## src/rtl/cpu_defs.sv

```systemverilog
// Shared definitions for the multicycle controller: states, opcode fields, select codes.
package cpu_defs;

  localparam int unsigned SIZE = 16;

  typedef enum logic [3:0] {
    S_FETCH,
    S_LATCH,
    S_DECODE,
    S_ALU,
    S_LOAD,
    S_LOAD_WB,
    S_STORE,
    S_BRANCH,
    S_JUMP,
    S_JAL,
    S_NOP
  } state_e;

  // Primary opcodes ([15:12]) that are not plain immediate ALU ops
  localparam logic [3:0] OP_RTYPE   = 4'b0000;
  localparam logic [3:0] OP_SPECIAL = 4'b0100;
  localparam logic [3:0] OP_BCOND   = 4'b1100;
  localparam logic [3:0] OP_LUI     = 4'b1111;

  // ALU ext codes; immediate forms reuse the same value as their opcode
  localparam logic [3:0] EXT_AND = 4'b0001;
  localparam logic [3:0] EXT_OR  = 4'b0010;
  localparam logic [3:0] EXT_XOR = 4'b0011;
  localparam logic [3:0] EXT_ADD = 4'b0101;
  localparam logic [3:0] EXT_SUB = 4'b1001;
  localparam logic [3:0] EXT_CMP = 4'b1011;
  localparam logic [3:0] EXT_MOV = 4'b1101;

  // Ext codes under OP_SPECIAL
  localparam logic [3:0] EXT_LOAD  = 4'b0000;
  localparam logic [3:0] EXT_STOR  = 4'b0100;
  localparam logic [3:0] EXT_JAL   = 4'b1000;
  localparam logic [3:0] EXT_JCOND = 4'b1100;

  // Condition codes ([11:8])
  localparam logic [3:0] COND_EQ = 4'b0000;
  localparam logic [3:0] COND_NE = 4'b0001;
  localparam logic [3:0] COND_CS = 4'b0010;
  localparam logic [3:0] COND_CC = 4'b0011;
  localparam logic [3:0] COND_FS = 4'b0100;
  localparam logic [3:0] COND_FC = 4'b0101;
  localparam logic [3:0] COND_GT = 4'b0110;
  localparam logic [3:0] COND_LE = 4'b0111;
  localparam logic [3:0] COND_LO = 4'b1010;
  localparam logic [3:0] COND_LT = 4'b1100;
  localparam logic [3:0] COND_UC = 4'b1110;

  localparam logic [3:0] ALU_ADD = 4'd0;
  localparam logic [3:0] ALU_SUB = 4'd1;
  localparam logic [3:0] ALU_CMP = 4'd2;
  localparam logic [3:0] ALU_AND = 4'd3;
  localparam logic [3:0] ALU_OR  = 4'd4;
  localparam logic [3:0] ALU_XOR = 4'd5;

  localparam logic [1:0] PCM_INC  = 2'd0;
  localparam logic [1:0] PCM_RTGT = 2'd1;
  localparam logic [1:0] PCM_ALU  = 2'd2;

  localparam logic [1:0] A2M_RF   = 2'd0;
  localparam logic [1:0] A2M_NIB  = 2'd1;
  localparam logic [1:0] A2M_SEXT = 2'd2;

  localparam logic [1:0] RWM_MEM  = 2'd0;
  localparam logic [1:0] RWM_LINK = 2'd1;
  localparam logic [1:0] RWM_ALU  = 2'd2;
  localparam logic [1:0] RWM_LUI  = 2'd3;

  // Control word presented to the datapath
  typedef struct packed {
    logic       mem_w2_en;
    logic       rf_en;
    logic       psr_en;
    logic       pc_en;
    logic       instr_en;
    logic       movm;
    logic       a1m;
    logic [1:0] pcm;
    logic [1:0] a2m;
    logic [1:0] rwm;
    logic [3:0] alu_op;
  } ctrl_t;

  function automatic logic is_alu_ext(input logic [3:0] e);
    return e inside {EXT_ADD, EXT_SUB, EXT_CMP, EXT_AND, EXT_OR, EXT_XOR};
  endfunction

  function automatic logic [3:0] alu_op_of(input logic [3:0] e);
    logic [3:0] op;
    op = ALU_ADD;
    case (e)
      EXT_SUB: op = ALU_SUB;
      EXT_CMP: op = ALU_CMP;
      EXT_AND: op = ALU_AND;
      EXT_OR:  op = ALU_OR;
      EXT_XOR: op = ALU_XOR;
      default: op = ALU_ADD;
    endcase
    return op;
  endfunction

  // Execute state selected by the decode step
  function automatic state_e exec_state(input logic [3:0] opcode, input logic [3:0] ext);
    state_e s;
    s = S_NOP;
    case (opcode)
      OP_RTYPE:   s = (is_alu_ext(ext) || ext == EXT_MOV) ? S_ALU : S_NOP;
      OP_LUI:     s = S_ALU;
      OP_BCOND:   s = S_BRANCH;
      OP_SPECIAL: begin
        case (ext)
          EXT_LOAD:  s = S_LOAD;
          EXT_STOR:  s = S_STORE;
          EXT_JAL:   s = S_JAL;
          EXT_JCOND: s = S_JUMP;
          default:   s = S_NOP;
        endcase
      end
      default:    s = (is_alu_ext(opcode) || opcode == EXT_MOV) ? S_ALU : S_NOP;
    endcase
    return s;
  endfunction

endpackage

```

## src/rtl/cond_check.sv

```systemverilog
// Evaluates a branch/jump condition code against the PSR flags.
module cond_check
  import cpu_defs::*;
(
  input  logic [3:0] cond,
  input  logic [1:0] flags1,
  input  logic [2:0] flags2,
  output logic       take_c
);

  logic c_flag, l_flag, f_flag, z_flag, n_flag;

  assign c_flag = flags1[1];
  assign l_flag = flags1[0];
  assign f_flag = flags2[2];
  assign z_flag = flags2[1];
  assign n_flag = flags2[0];

  // Condition truth table; unlisted codes are never taken
  always_comb begin
    take_c = 1'b0;
    case (cond)
      COND_EQ: take_c = z_flag;
      COND_NE: take_c = ~z_flag;
      COND_CS: take_c = c_flag;
      COND_CC: take_c = ~c_flag;
      COND_FS: take_c = f_flag;
      COND_FC: take_c = ~f_flag;
      COND_GT: take_c = n_flag;
      COND_LE: take_c = ~n_flag;
      COND_LO: take_c = ~l_flag & ~z_flag;
      COND_LT: take_c = ~n_flag & ~z_flag;
      COND_UC: take_c = 1'b1;
      default: take_c = 1'b0;
    endcase
  end

endmodule

```

## src/rtl/control_fsm.sv

```systemverilog
// Multicycle fetch/decode/execute controller driving datapath enables and selects.
module control_fsm
  import cpu_defs::*;
(
  input  logic            clk,
  input  logic            reset,
  input  logic [SIZE-1:0] instr,
  input  logic [1:0]      flags1out,
  input  logic [2:0]      flags2out,
  output logic            MemW1en,
  output logic            MemW2en,
  output logic            RFen,
  output logic            PSRen,
  output logic            PCen,
  output logic            INSTRen,
  output logic            Movm,
  output logic            A1m,
  output logic [1:0]      PCm,
  output logic [1:0]      A2m,
  output logic [1:0]      RWm,
  output logic [3:0]      aluOp
);

  state_e     state_q, state_d;
  ctrl_t      ctrl_q, ctrl_d, ctrl_out_c;
  logic [3:0] opcode, cond, ext, alu_sel;
  logic       take_c;
  logic       unused_instr_bits;

  assign opcode            = instr[15:12];
  assign cond              = instr[11:8];
  assign ext               = instr[7:4];
  assign unused_instr_bits = ^instr[3:0];

  cond_check u_cond_check (
    .cond   (cond),
    .flags1 (flags1out),
    .flags2 (flags2out),
    .take_c (take_c)
  );

  // State and control-word registers, synchronous reset
  always_ff @(posedge clk) begin
    if (reset) begin
      state_q <= S_FETCH;
      ctrl_q  <= '0;
    end else begin
      state_q <= state_d;
      ctrl_q  <= ctrl_d;
    end
  end

  // Next-state sequencing; every execute state returns to fetch
  always_comb begin
    state_d = state_q;
    case (state_q)
      S_FETCH:  state_d = S_LATCH;
      S_LATCH:  state_d = S_DECODE;
      S_DECODE: state_d = exec_state(opcode, ext);
      S_LOAD:   state_d = S_LOAD_WB;
      default:  state_d = S_FETCH;
    endcase
  end

  // Control word for the state being entered, so outputs come straight from flops
  always_comb begin
    ctrl_d  = '0;
    alu_sel = (opcode == OP_RTYPE) ? ext : opcode;
    case (state_d)
      S_LATCH: ctrl_d.instr_en = 1'b1;
      S_ALU: begin
        ctrl_d.pc_en = 1'b1;
        ctrl_d.pcm   = PCM_INC;
        ctrl_d.rf_en = 1'b1;
        if (opcode == OP_LUI) begin
          ctrl_d.rwm = RWM_LUI;
        end else begin
          ctrl_d.rwm = RWM_ALU;
          if (opcode == OP_RTYPE)
            ctrl_d.a2m = A2M_RF;
          else if (alu_sel inside {EXT_AND, EXT_OR, EXT_XOR})
            ctrl_d.a2m = A2M_NIB;
          else
            ctrl_d.a2m = A2M_SEXT;
          if (alu_sel != EXT_MOV) begin
            ctrl_d.movm   = 1'b1;
            ctrl_d.psr_en = 1'b1;
            ctrl_d.alu_op = alu_op_of(alu_sel);
            ctrl_d.rf_en  = (alu_sel != EXT_CMP);
          end
        end
      end
      S_LOAD_WB: begin
        ctrl_d.rwm   = RWM_MEM;
        ctrl_d.rf_en = 1'b1;
        ctrl_d.pcm   = PCM_INC;
        ctrl_d.pc_en = 1'b1;
      end
      S_STORE: begin
        ctrl_d.mem_w2_en = 1'b1;
        ctrl_d.pcm       = PCM_INC;
        ctrl_d.pc_en     = 1'b1;
      end
      S_BRANCH: begin
        ctrl_d.a1m    = 1'b1;
        ctrl_d.a2m    = A2M_SEXT;
        ctrl_d.alu_op = ALU_ADD;
        ctrl_d.pcm    = take_c ? PCM_ALU : PCM_INC;
        ctrl_d.pc_en  = 1'b1;
      end
      S_JUMP: begin
        ctrl_d.pcm   = take_c ? PCM_RTGT : PCM_INC;
        ctrl_d.pc_en = 1'b1;
      end
      S_JAL: begin
        ctrl_d.rwm   = RWM_LINK;
        ctrl_d.rf_en = 1'b1;
        ctrl_d.pcm   = PCM_RTGT;
        ctrl_d.pc_en = 1'b1;
      end
      S_NOP: begin
        ctrl_d.pcm   = PCM_INC;
        ctrl_d.pc_en = 1'b1;
      end
      default: ;
    endcase
  end

  // Enables are masked while reset is high so an aborted instruction never commits at the reset edge
  assign ctrl_out_c = reset ? '0 : ctrl_q;

  assign MemW1en = 1'b0;
  assign MemW2en = ctrl_out_c.mem_w2_en;
  assign RFen    = ctrl_out_c.rf_en;
  assign PSRen   = ctrl_out_c.psr_en;
  assign PCen    = ctrl_out_c.pc_en;
  assign INSTRen = ctrl_out_c.instr_en;
  assign Movm    = ctrl_out_c.movm;
  assign A1m     = ctrl_out_c.a1m;
  assign PCm     = ctrl_out_c.pcm;
  assign A2m     = ctrl_out_c.a2m;
  assign RWm     = ctrl_out_c.rwm;
  assign aluOp   = ctrl_out_c.alu_op;

endmodule

```

## config.mk

```make
export PLATFORM = sky130hd
export DESIGN_NAME = control_fsm
export DESIGN_NICKNAME = d
export VERILOG_FILES = /design/src/rtl/cpu_defs.sv /design/src/rtl/cond_check.sv /design/src/rtl/control_fsm.sv
export SDC_FILE = /design/constraint.sdc
export NUM_CORES = 1
export LEC_CHECK = 0
export CORE_AREA = 2 2 57 59
export CTS_BUF_LIST = sky130_fd_sc_hd__clkbuf_16
export DETAILED_ROUTE_END_ITERATION = 6
export DIE_AREA = 0 0 59 61
export MAX_ROUTING_LAYER = met4
export PLACE_DENSITY = 0.72
export SYNTH_ARGS = -nofsm -noshare
export SYNTH_HDL_FRONTEND = slang
export SYNTH_HIERARCHICAL = 1
export SYNTH_SLANG_ARGS = --single-unit
```

## constraint.sdc

```tcl
create_clock -name clk -period 3 [get_ports clk]
set_input_delay 0.45 -clock clk [delete_from_list [all_inputs] [get_ports clk]]
set_output_delay 0.45 -clock clk [all_outputs]
set_load 0.005 [all_outputs]
```

==> results of run 1 <==
routing by layer:
layer	vias up	global-route usage [%]	wire length [um]
li1	525	-	-
met1	482	17.53	1019
met2	29	25.24	1258
met3	2	2.132	114
met4	0	5.519	18
met5	-	-	0
logic make-up (layout without fill, tap and decap cells):
group	count (synthesis)	after routing	synth area share [%]
buffers and inverters	16	46	8.541
muxes	2	2	1.822
AOI/OAI and AO/OA	25	25	16.74
xor gates and xnor gates	2	2	1.595
and+or+nand+nor	68	68	36.33
other	1	2	0.3414
DFF	19	19	34.62
layout by cell type, fill, tap and decap left out, types with 3 or more instances in the layout:
master,Yosys,layout
nor3b_1,4,4
clkdlybuf4s50_1,0,34
nor2b_1,20,20
o21ai_0,8,8
nor4b_1,4,4
dfxtp_1,19,19
nor2_1,14,14
nand2_1,6,6
inv_1,6,7
clkbuf_16,0,3
a21oi_1,3,3
nor3_1,7,7
power by group:
part	switching, mW	internal [mW]
logic	0.0724	0.0681
clock network	0.0858	0.177
registers	0.00835	0.267
total	0.167	0.512
area by class of cell:
class / instances / area, sq um / share of cell area [%]
flip-flops and latches: 19 / 380.4 / 25.25
well taps: 33 / 41.29 / 2.741
inverters: 6 / 22.52 / 1.495
clock inverters: 1 / 3.754 / 0.2492
repair buffers: 36 / 355.3 / 23.59
clock buffers: 3 / 75.07 / 4.983
multi-input cells: 99 / 628.1 / 41.69
registers in the layout, summed over array words and instances (netlist names):
| signal | flops |
|---|---|
| state_q | 4 |
| ctrl_q | 15 |
worst min-delay path by stage:
stage / start / endpoint / slack (ns) / cells after the start
2_1_floorplan: state_q[3]$_SDFF_PP0_ / ctrl_q[13]$_SDFF_PP0_ / 0.54 / 3
3_3_place_gp: state_q[3]$_SDFF_PP0_ / ctrl_q[13]$_SDFF_PP0_ / 0.59 / 3
3_5_place_dp: state_q[3]$_SDFF_PP0_ / ctrl_q[13]$_SDFF_PP0_ / 0.60 / 3
4_1_cts: state_q[3]$_SDFF_PP0_ / ctrl_q[13]$_SDFF_PP0_ / 0.61 / 3
5_1_grt: state_q[3]$_SDFF_PP0_ / ctrl_q[13]$_SDFF_PP0_ / 0.65 / 3
6_report: state_q[3]$_SDFF_PP0_ / ctrl_q[13]$_SDFF_PP0_ / 0.62 / 3
critical path, cell delays in order:
cell             delay (ns)
clkdlybuf4s50_1        0.49
or2_1                  0.33
o211a_1                0.17
a311o_1                0.34
or3_4                  0.38
or2_1                  0.31
a311oi_2               0.20
stage by stage:
| step | power (mW) | hold WS (ns) |
|---|---|---|
| detailed placement | 0.4192 | 0.5962 |
| finish | 0.6791 | 0.6180 |
| floorplan | 0.3661 | 0.5391 |
| global route | 0.7085 | 0.6517 |
| CTS | 0.6809 | 0.6136 |
| global placement | 0.4157 | 0.5899 |
==> flow_summary.json, run 1 <==
{
  "path_clk_slew_ns": 0.05,
  "dpl.cell_count": 193,
  "area_delta_synth_final_pct": 37.13,
  "die_h_um": 61,
  "drtIter0Drc": 34,
  "worstSetupStartpointType": "input pin",
  "num_vias": 1038,
  "status": "finished clean",
  "antenna_found_initial": 0,
  "setup_slack_ns": 0.4853,
  "hp-class": "reg -> reg",
  "synth.area.top_cells": "dfxtp_1 35%, nor2b_1 11%, nor2_1 4.8%",
  "ys_seq_area_share_pct": 34.62,
  "start_util_pct": 37.20,
  "r2r_cells": 6,
  "num_io_pins": 41,
  "wl_per_cell_um": 12.23,
  "grt_pass1_vias": 951,
  "ys_seq_elements": 19,
  "numCtsBuffers": 3,
  "cts_max_path_buffers": 2,
  "dr.pass1.iters": 4,
  "criticalPathCategory": "in -> reg",
  "grt_usage_pct": 14.75,
  "yosys_warnings": 6,
  "final.period_utilization_pct": 83.82,
  "cap_violations": 0,
  "pre_cts_ws_ns": 0.2281,
  "crit_arrival_ns": 2.68,
  "port_buffers": 34,
  "dpl.hpwl_um": 1880,
  "rsz0062_at_grt": "false",
  "synth.top_cell.area_share_pct": 34.62,
  "critPathRequiredTime_ns": 3.16,
  "n_fill_cell": 299,
  "syn-instance-count": 133,
  "vdd_drop_max_uv": 272.6,
  "drt-total-wl_um": 2409,
  "ctsResizeCount": 0,
  "setup_violations": 0,
  "clock_skew_ns": 0.001016,
  "drive_gt1_share_pct": 6.098,
  "placed_area_sq_mm": 0.001428,
  "fin_nets": 188,
  "slew_viol_final": 0,
  "fp.dieW_um": 59,
  "htree_levels": 1,
  "post_cts_buffers": 0,
  "antennaDiodeCount": 0,
  "min_period_ns": 2.515,
  "post-route-util_pct": 51.02,
  "cp-end-kind": "flop",
  "core_region_area_sq_mm": 0.002953,
  "r2r_setup_slack_ns": 0.97,
  "cts_tree": "built",
  "rr_startpoint": "state_q[1]$_SDFF_PP0_",
  "yosysTopAreaCell": "dfxtp_1",
  "synth.avg_cell_area_sq_um": 8.260,
  "fmaxAchievable_mhz": 397.7,
  "rows": 20,
  "place.gp.congestion": 0.8186,
  "hold_buffers": 0,
  "relSlewSlack_pct": 54.45,
  "synth-edff-count": 0,
  "root_buffer": "clkbuf_16",
  "crit_path_end": "ctrl_q[14]$_SDFF_PP0_",
  "grt_overflow": 0,
  "final_antenna_net_count": 0,
  "async_flop_share_pct": 0,
  "p_leak_nw": 0.5836,
  "drcViolationCount": 0,
  "dieArea_sq_mm": 0.003599,
  "p_per_area_mw_per_mm2": 450.8,
  "tns_ns": 0,
  "routed_via_density": 5.269,
  "syn-cell-area_sq_mm": 0.001099,
  "clock_latency_ns": 0.25,
  "clock_sinks": 19,
  "synthTopCellsByCount": "20 x nor2b_1, 19 x dfxtp_1, 14 x nor2_1",
  "r2r_end": "ctrl_q[14]$_SDFF_PP0_",
  "grt_max_degree": 22,
  "synth_most_common_cell": "nor2b_1",
  "worstSetupStartpoint": "instr[14]",
  "stdcell_area_sq_mm": 0.001506,
  "worst_slew_pin_slew_ns": 0.6811,
  "path_max_fanout": 7,
  "synth_cell_type_count": 40,
  "grt_pass1_wl_um": 3953,
  "final_cells": 197,
  "hold_viol": 0,
  "ys.flop_type": "dfxtp_1"
}
No activity file was read; power rests on OpenSTA's default activity.
==> run 2, diff against run 1 <==
- clock period: 3 -> 2.4 ns (I/O delays scaled with it)
==> run 2 against run 1 <==
  * Count of clock-buffer cells in the layout unchanged
  * Worst setup slack worse by 0.33 ns
  * Sequential share of layout area down 2.2 points
  * Clock skew up 0.00091 ns
  * Critical endpoint unchanged
  * Non-clock buffer count up 18
  * Sequential power up 25%
  * Critical path type unchanged
  * Register-to-register slack worse by 0.54 ns
  * Global-route usage up 2.3 points
  * Cell area up 9.6%
==> flow_summary.json, run 2 (synthesized netlist as in run 1, its figures left out) <==
{
  "clock_skew_ns": 0.001930,
  "die_h_um": 61,
  "final_common_cell": "clkdlybuf4s50_1",
  "slowest_delay_ns": 0.47,
  "antenna_found_initial": 0,
  "antennaDiodeCount": 0,
  "num_io_pins": 41,
  "clock_sinks": 19,
  "cp-end-kind": "flop",
  "drtIter0Drc": 25,
  "place.gp.congestion": 0.8838,
  "path_max_fanout": 7,
  "grt_pass1_wl_um": 4457,
  "final.period_utilization_pct": 93.73,
  "port_buffers": 34,
  "slew_viol_final": 0,
  "crit_arrival_ns": 2.42,
  "dpl.hpwl_um": 2179,
  "numCtsBuffers": 3,
  "final_cells": 215,
  "grt_max_degree": 21,
  "routed_via_density": 5.121,
  "worstPathCellList": "clkdlybuf4s50_1 -> or2_1 -> o211a_1 -> a311o_1 -> or3_4 -> or2_4 -> a311oi_2",
  "vdd_drop_max_uv": 481.9,
  "fmaxAchievable_mhz": 444.5,
  "worstSetupStartpointType": "input pin",
  "area_delta_synth_final_pct": 50.23,
  "topRoutingLayerUsed": "met4",
  "grt_pass1_vias": 1053,
  "fin_nets": 206,
  "critPathRequiredTime_ns": 2.57,
  "total_power_uw": 890.6,
  "num_vias": 1101,
  "dpl.cell_count": 211,
  "criticalPathCategory": "in -> reg",
  "p_leak_nw": 0.6721,
  "dieArea_sq_mm": 0.003599,
  "cts_tree": "built",
  "reg_top3": "ctrl_q: 15 flops, state_q: 4 flops",
  "hp-class": "reg -> reg",
  "setup_slack_ns": 0.1504,
  "dr_wl_met2_um": 1418,
  "drcViolationCount": 0,
  "path_clk_slew_ns": 0.05,
  "p_per_area_mw_per_mm2": 539.6,
  "setup_violations": 0,
  "final_antenna_net_count": 0,
  "grt_usage_pct": 17.01,
  "htree_levels": 1,
  "layout_common_cells": "34 x clkdlybuf4s50_1, 20 x nor2b_1, 20 x buf_4",
  "rows": 20,
  "post_cts_buffers": 0,
  "drt-total-wl_um": 2666,
  "dr.pass1.iters": 4,
  "core_region_area_sq_mm": 0.002953,
  "hold_viol": 0,
  "wl_per_cell_um": 12.40,
  "rr_startpoint": "state_q[1]$_SDFF_PP0_",
  "post-route-util_pct": 55.89,
  "hold_start": "state_q[3]$_SDFF_PP0_",
  "clock_latency_ns": 0.25,
  "cap_violations": 0,
  "wl_met3_um": 75,
  "rsz0062_at_grt": "false",
  "regMostFlops": "ctrl_q",
  "largest_reg_flops": 15,
  "hold_buffers": 0,
  "drive_gt1_share_pct": 17.03,
  "worstSetupStartpoint": "instr[15]",
  "min_period_ns": 2.250,
  "fp.dieW_um": 59,
  "status": "finished clean",
  "pre_cts_ws_ns": -0.1704,
  "wl_met1_um": 1147,
  "tns_ns": 0,
  "cpMaxStageDelayCell": "clkdlybuf4s50_1",
  "grt_overflow": 0,
  "start_util_pct": 37.20,
  "cts_max_path_buffers": 2,
  "root_buffer": "clkbuf_16"
}
[run 2: cell types whose count changed in the layout (fill, tap and decap cells not counted)]
cell      change
buf_4        +18
clkinv_2      +1
nor3_1        -1
or2_4         +1
nor3_2        +1
inv_1         -1
or2_1         -1
[run 2: through the flow]
step | cell area (sq um) | hold WS, ns
final | 1650 | 0.6147
after global routing | 1650 | 0.6683
after CTS | 1643 | 0.6032
after detailed placement | 1563 | 0.5874
after global placement | 1563 | 0.5934
after floorplan | 1102 | 0.4686
[run 2: path summary, 6_finish.rpt]
check	end	slack [ns]	cells past startpoint
worst min register to register	ctrl_q[13]$_SDFF_PP0_	0.61	3
worst max-delay path	ctrl_q[14]$_SDFF_PP0_	0.15	7
worst max register to register	ctrl_q[14]$_SDFF_PP0_	0.43	6
worst min-delay path	ctrl_q[13]$_SDFF_PP0_	0.61	3
[run 2: critical path, delay by kind of cell]
kind	cells	cell delay, ns
AND/OR/NAND/NOR	3	0.93
AO/OA/AOI/OAI	3	0.66
buffers and inverters	1	0.47
[run 2: what timing repair did]
item,in CTS,in global routing
gates resized for setup,0,2
setup endpoints to repair,0,2
endpoints found under the hold margin,0,0
[run 2: metal layers]
metal  global-route usage [%]  up-vias
met1                    18.60      521
met3                    5.330        4
met2                    28.57       20
met5                        -        -
li1                         -      556
met4                    7.143        0
[run 2: cell type report]
| class | count | area, sq um |
|---|---|---|
| fill | 278 | 1303 |
| multi-input combinational | 99 | 635.6 |
| timing repair buffer | 54 | 490.5 |
| sequential | 19 | 380.4 |
| clock buffer | 3 | 75.07 |
| tap | 33 | 41.29 |
| inverter | 6 | 22.52 |
| clock inverter | 1 | 5.005 |
[run 2: where the power goes]
group / leakage (nW) / switching (mW) / internal [mW]
Sequential: 0.154 / 0.0113 / 0.334
Combinational: 0.477 / 0.0971 / 0.110
Clock: 0.0409 / 0.115 / 0.223
==> run 3, diff against run 2 <==
- PLACE_DENSITY: 0.72 -> 0.68
- SKIP_CTS_REPAIR_TIMING: default -> 1
==> run 3 against run 2 <==
  * Critical path type unchanged
  * Sequential power about the same
  * Largest cell class unchanged
  * Clock skew about the same
  * Fmax increased by 0.21%
  * Worst setup slack improved by 0.0046 ns
  * Total power decreased by 0.45%
  * Non-clock buffer count increased by 1
  * Global-route usage about the same
  * Clock power about the same
  * Sequential share of layout area about the same
  * Critical endpoint unchanged
  * Critical path depth unchanged
  * Cell area increased by 0.15%
==> flow_summary.json, run 3 (synthesized netlist as in run 1, its figures left out) <==
{
  "routed_via_density": 5.116,
  "dpl.cell_count": 212,
  "fmaxAchievable_mhz": 445.4,
  "grt_pass1_wl_um": 4450,
  "stdcell_area_sq_mm": 0.001653,
  "min_period_ns": 2.245,
  "place.gp.congestion": 0.8994,
  "worstSetupStartpointType": "input pin",
  "critPathRequiredTime_ns": 2.56,
  "num_io_pins": 41,
  "cp-end-kind": "flop",
  "grt_pass1_vias": 1052,
  "vdd_drop_max_uv": 338.3,
  "cap_violations": 0,
  "antenna_found_initial": 0,
  "drcViolationCount": 0,
  "clock_latency_ns": 0.25,
  "htree_levels": 1,
  "layout_common_cells": "34 x clkdlybuf4s50_1, 21 x buf_4, 20 x nor2b_1",
  "cts_max_path_buffers": 2,
  "regMostFlops": "ctrl_q",
  "grt_usage_pct": 17.03,
  "grt_overflow": 0,
  "crit_arrival_ns": 2.40,
  "r2r_setup_slack_ns": 0.43,
  "root_buffer": "clkbuf_16",
  "grt_max_degree": 22,
  "total_power_uw": 886.6,
  "status": "finished clean",
  "fp.dieW_um": 59,
  "dieArea_sq_mm": 0.003599,
  "dpl.hpwl_um": 2208,
  "final_antenna_net_count": 0,
  "post-route-util_pct": 55.97,
  "antennaDiodeCount": 0,
  "numCtsBuffers": 3,
  "hp-class": "reg -> reg",
  "hold_viol": 0,
  "slew_viol_final": 0,
  "rows": 20,
  "num_vias": 1105,
  "path_max_fanout": 7,
  "final_cells": 216,
  "hold_ws_ns": 0.6311,
  "final.period_utilization_pct": 93.54,
  "placed_area_sq_mm": 0.001570,
  "reg_top3": "ctrl_q: 15 flops, state_q: 4 flops",
  "criticalPathCategory": "in -> reg",
  "die_h_um": 61,
  "setup_violations": 0,
  "p_leak_nw": 0.6746,
  "cts_tree": "built",
  "dr.pass1.iters": 4,
  "port_buffers": 34,
  "drt-total-wl_um": 2680,
  "clock_sinks": 19,
  "path_clk_slew_ns": 0.05,
  "n_fill_cell": 272,
  "p_per_area_mw_per_mm2": 536.4,
  "area_delta_synth_final_pct": 50.46,
  "core_region_area_sq_mm": 0.002953,
  "rsz0062_at_grt": "false",
  "start_util_pct": 37.20,
  "wl_per_cell_um": 12.41,
  "largest_reg_flops": 15,
  "drive_gt1_share_pct": 16.94,
  "final_common_cell": "clkdlybuf4s50_1",
  "fin_nets": 207,
  "clock_skew_ns": 0.001818,
  "drtIter0Drc": 23
}
run 3: changes by cell type in the layout (fill, tap and decap cells not counted), sizes merged:
cell	before	now
buf	20	21
run 3: path summary, 6_finish.rpt:
kind                                               to  cells after the start                  start
worst min register to register  ctrl_q[13]$_SDFF_PP0_                      3  state_q[3]$_SDFF_PP0_
worst min-delay path            ctrl_q[13]$_SDFF_PP0_                      3  state_q[3]$_SDFF_PP0_
worst max register to register  ctrl_q[14]$_SDFF_PP0_                      6  state_q[1]$_SDFF_PP0_
worst max-delay path            ctrl_q[14]$_SDFF_PP0_                      7              instr[15]
run 3: per-layer routing:
metal	share of wire, %	up-vias	global-route usage, %
met5	0	-	-
met4	0.82	0	5.195
met3	3.9	2	4.051
met2	52	25	28.73
met1	44	515	20.10
li1	-	563	-
run 3: final cells by class:
type                    count  area, sq um  area share [%]
clock buffers               3        75.07           4.542
clock inverters             1        5.005          0.3028
inverters                   6        22.52           1.363
multi-input cells          99        630.6           38.15
flip-flops and latches     19        380.4           23.01
well taps                  33        41.29           2.498
repair buffers             55        498.0           30.13
run 3: through the flow:
step           TNS (ns)  setup WS, ns
2_1_floorplan         0        0.1766
3_3_place_gp    -0.5648       -0.1296
3_5_place_dp    -0.7512       -0.1600
4_1_cts               0       0.09600
5_1_grt               0       0.06787
6_report              0        0.1550
run 3: worst max-delay path, cell delays in order:
cell	delay, ns
clkdlybuf4s50_1	0.45
or2_1	0.26
o211a_1	0.15
a311o_1	0.35
or3_4	0.38
or2_4	0.27
a311oi_2	0.18
run 3: where the power goes:
group | switching [mW] | internal (mW) | total, mW
Combinational | 0.0956 | 0.110 | 0.206
Clock | 0.112 | 0.223 | 0.335
Sequential | 0.0114 | 0.334 | 0.345
Total | 0.219 | 0.667 | 0.887
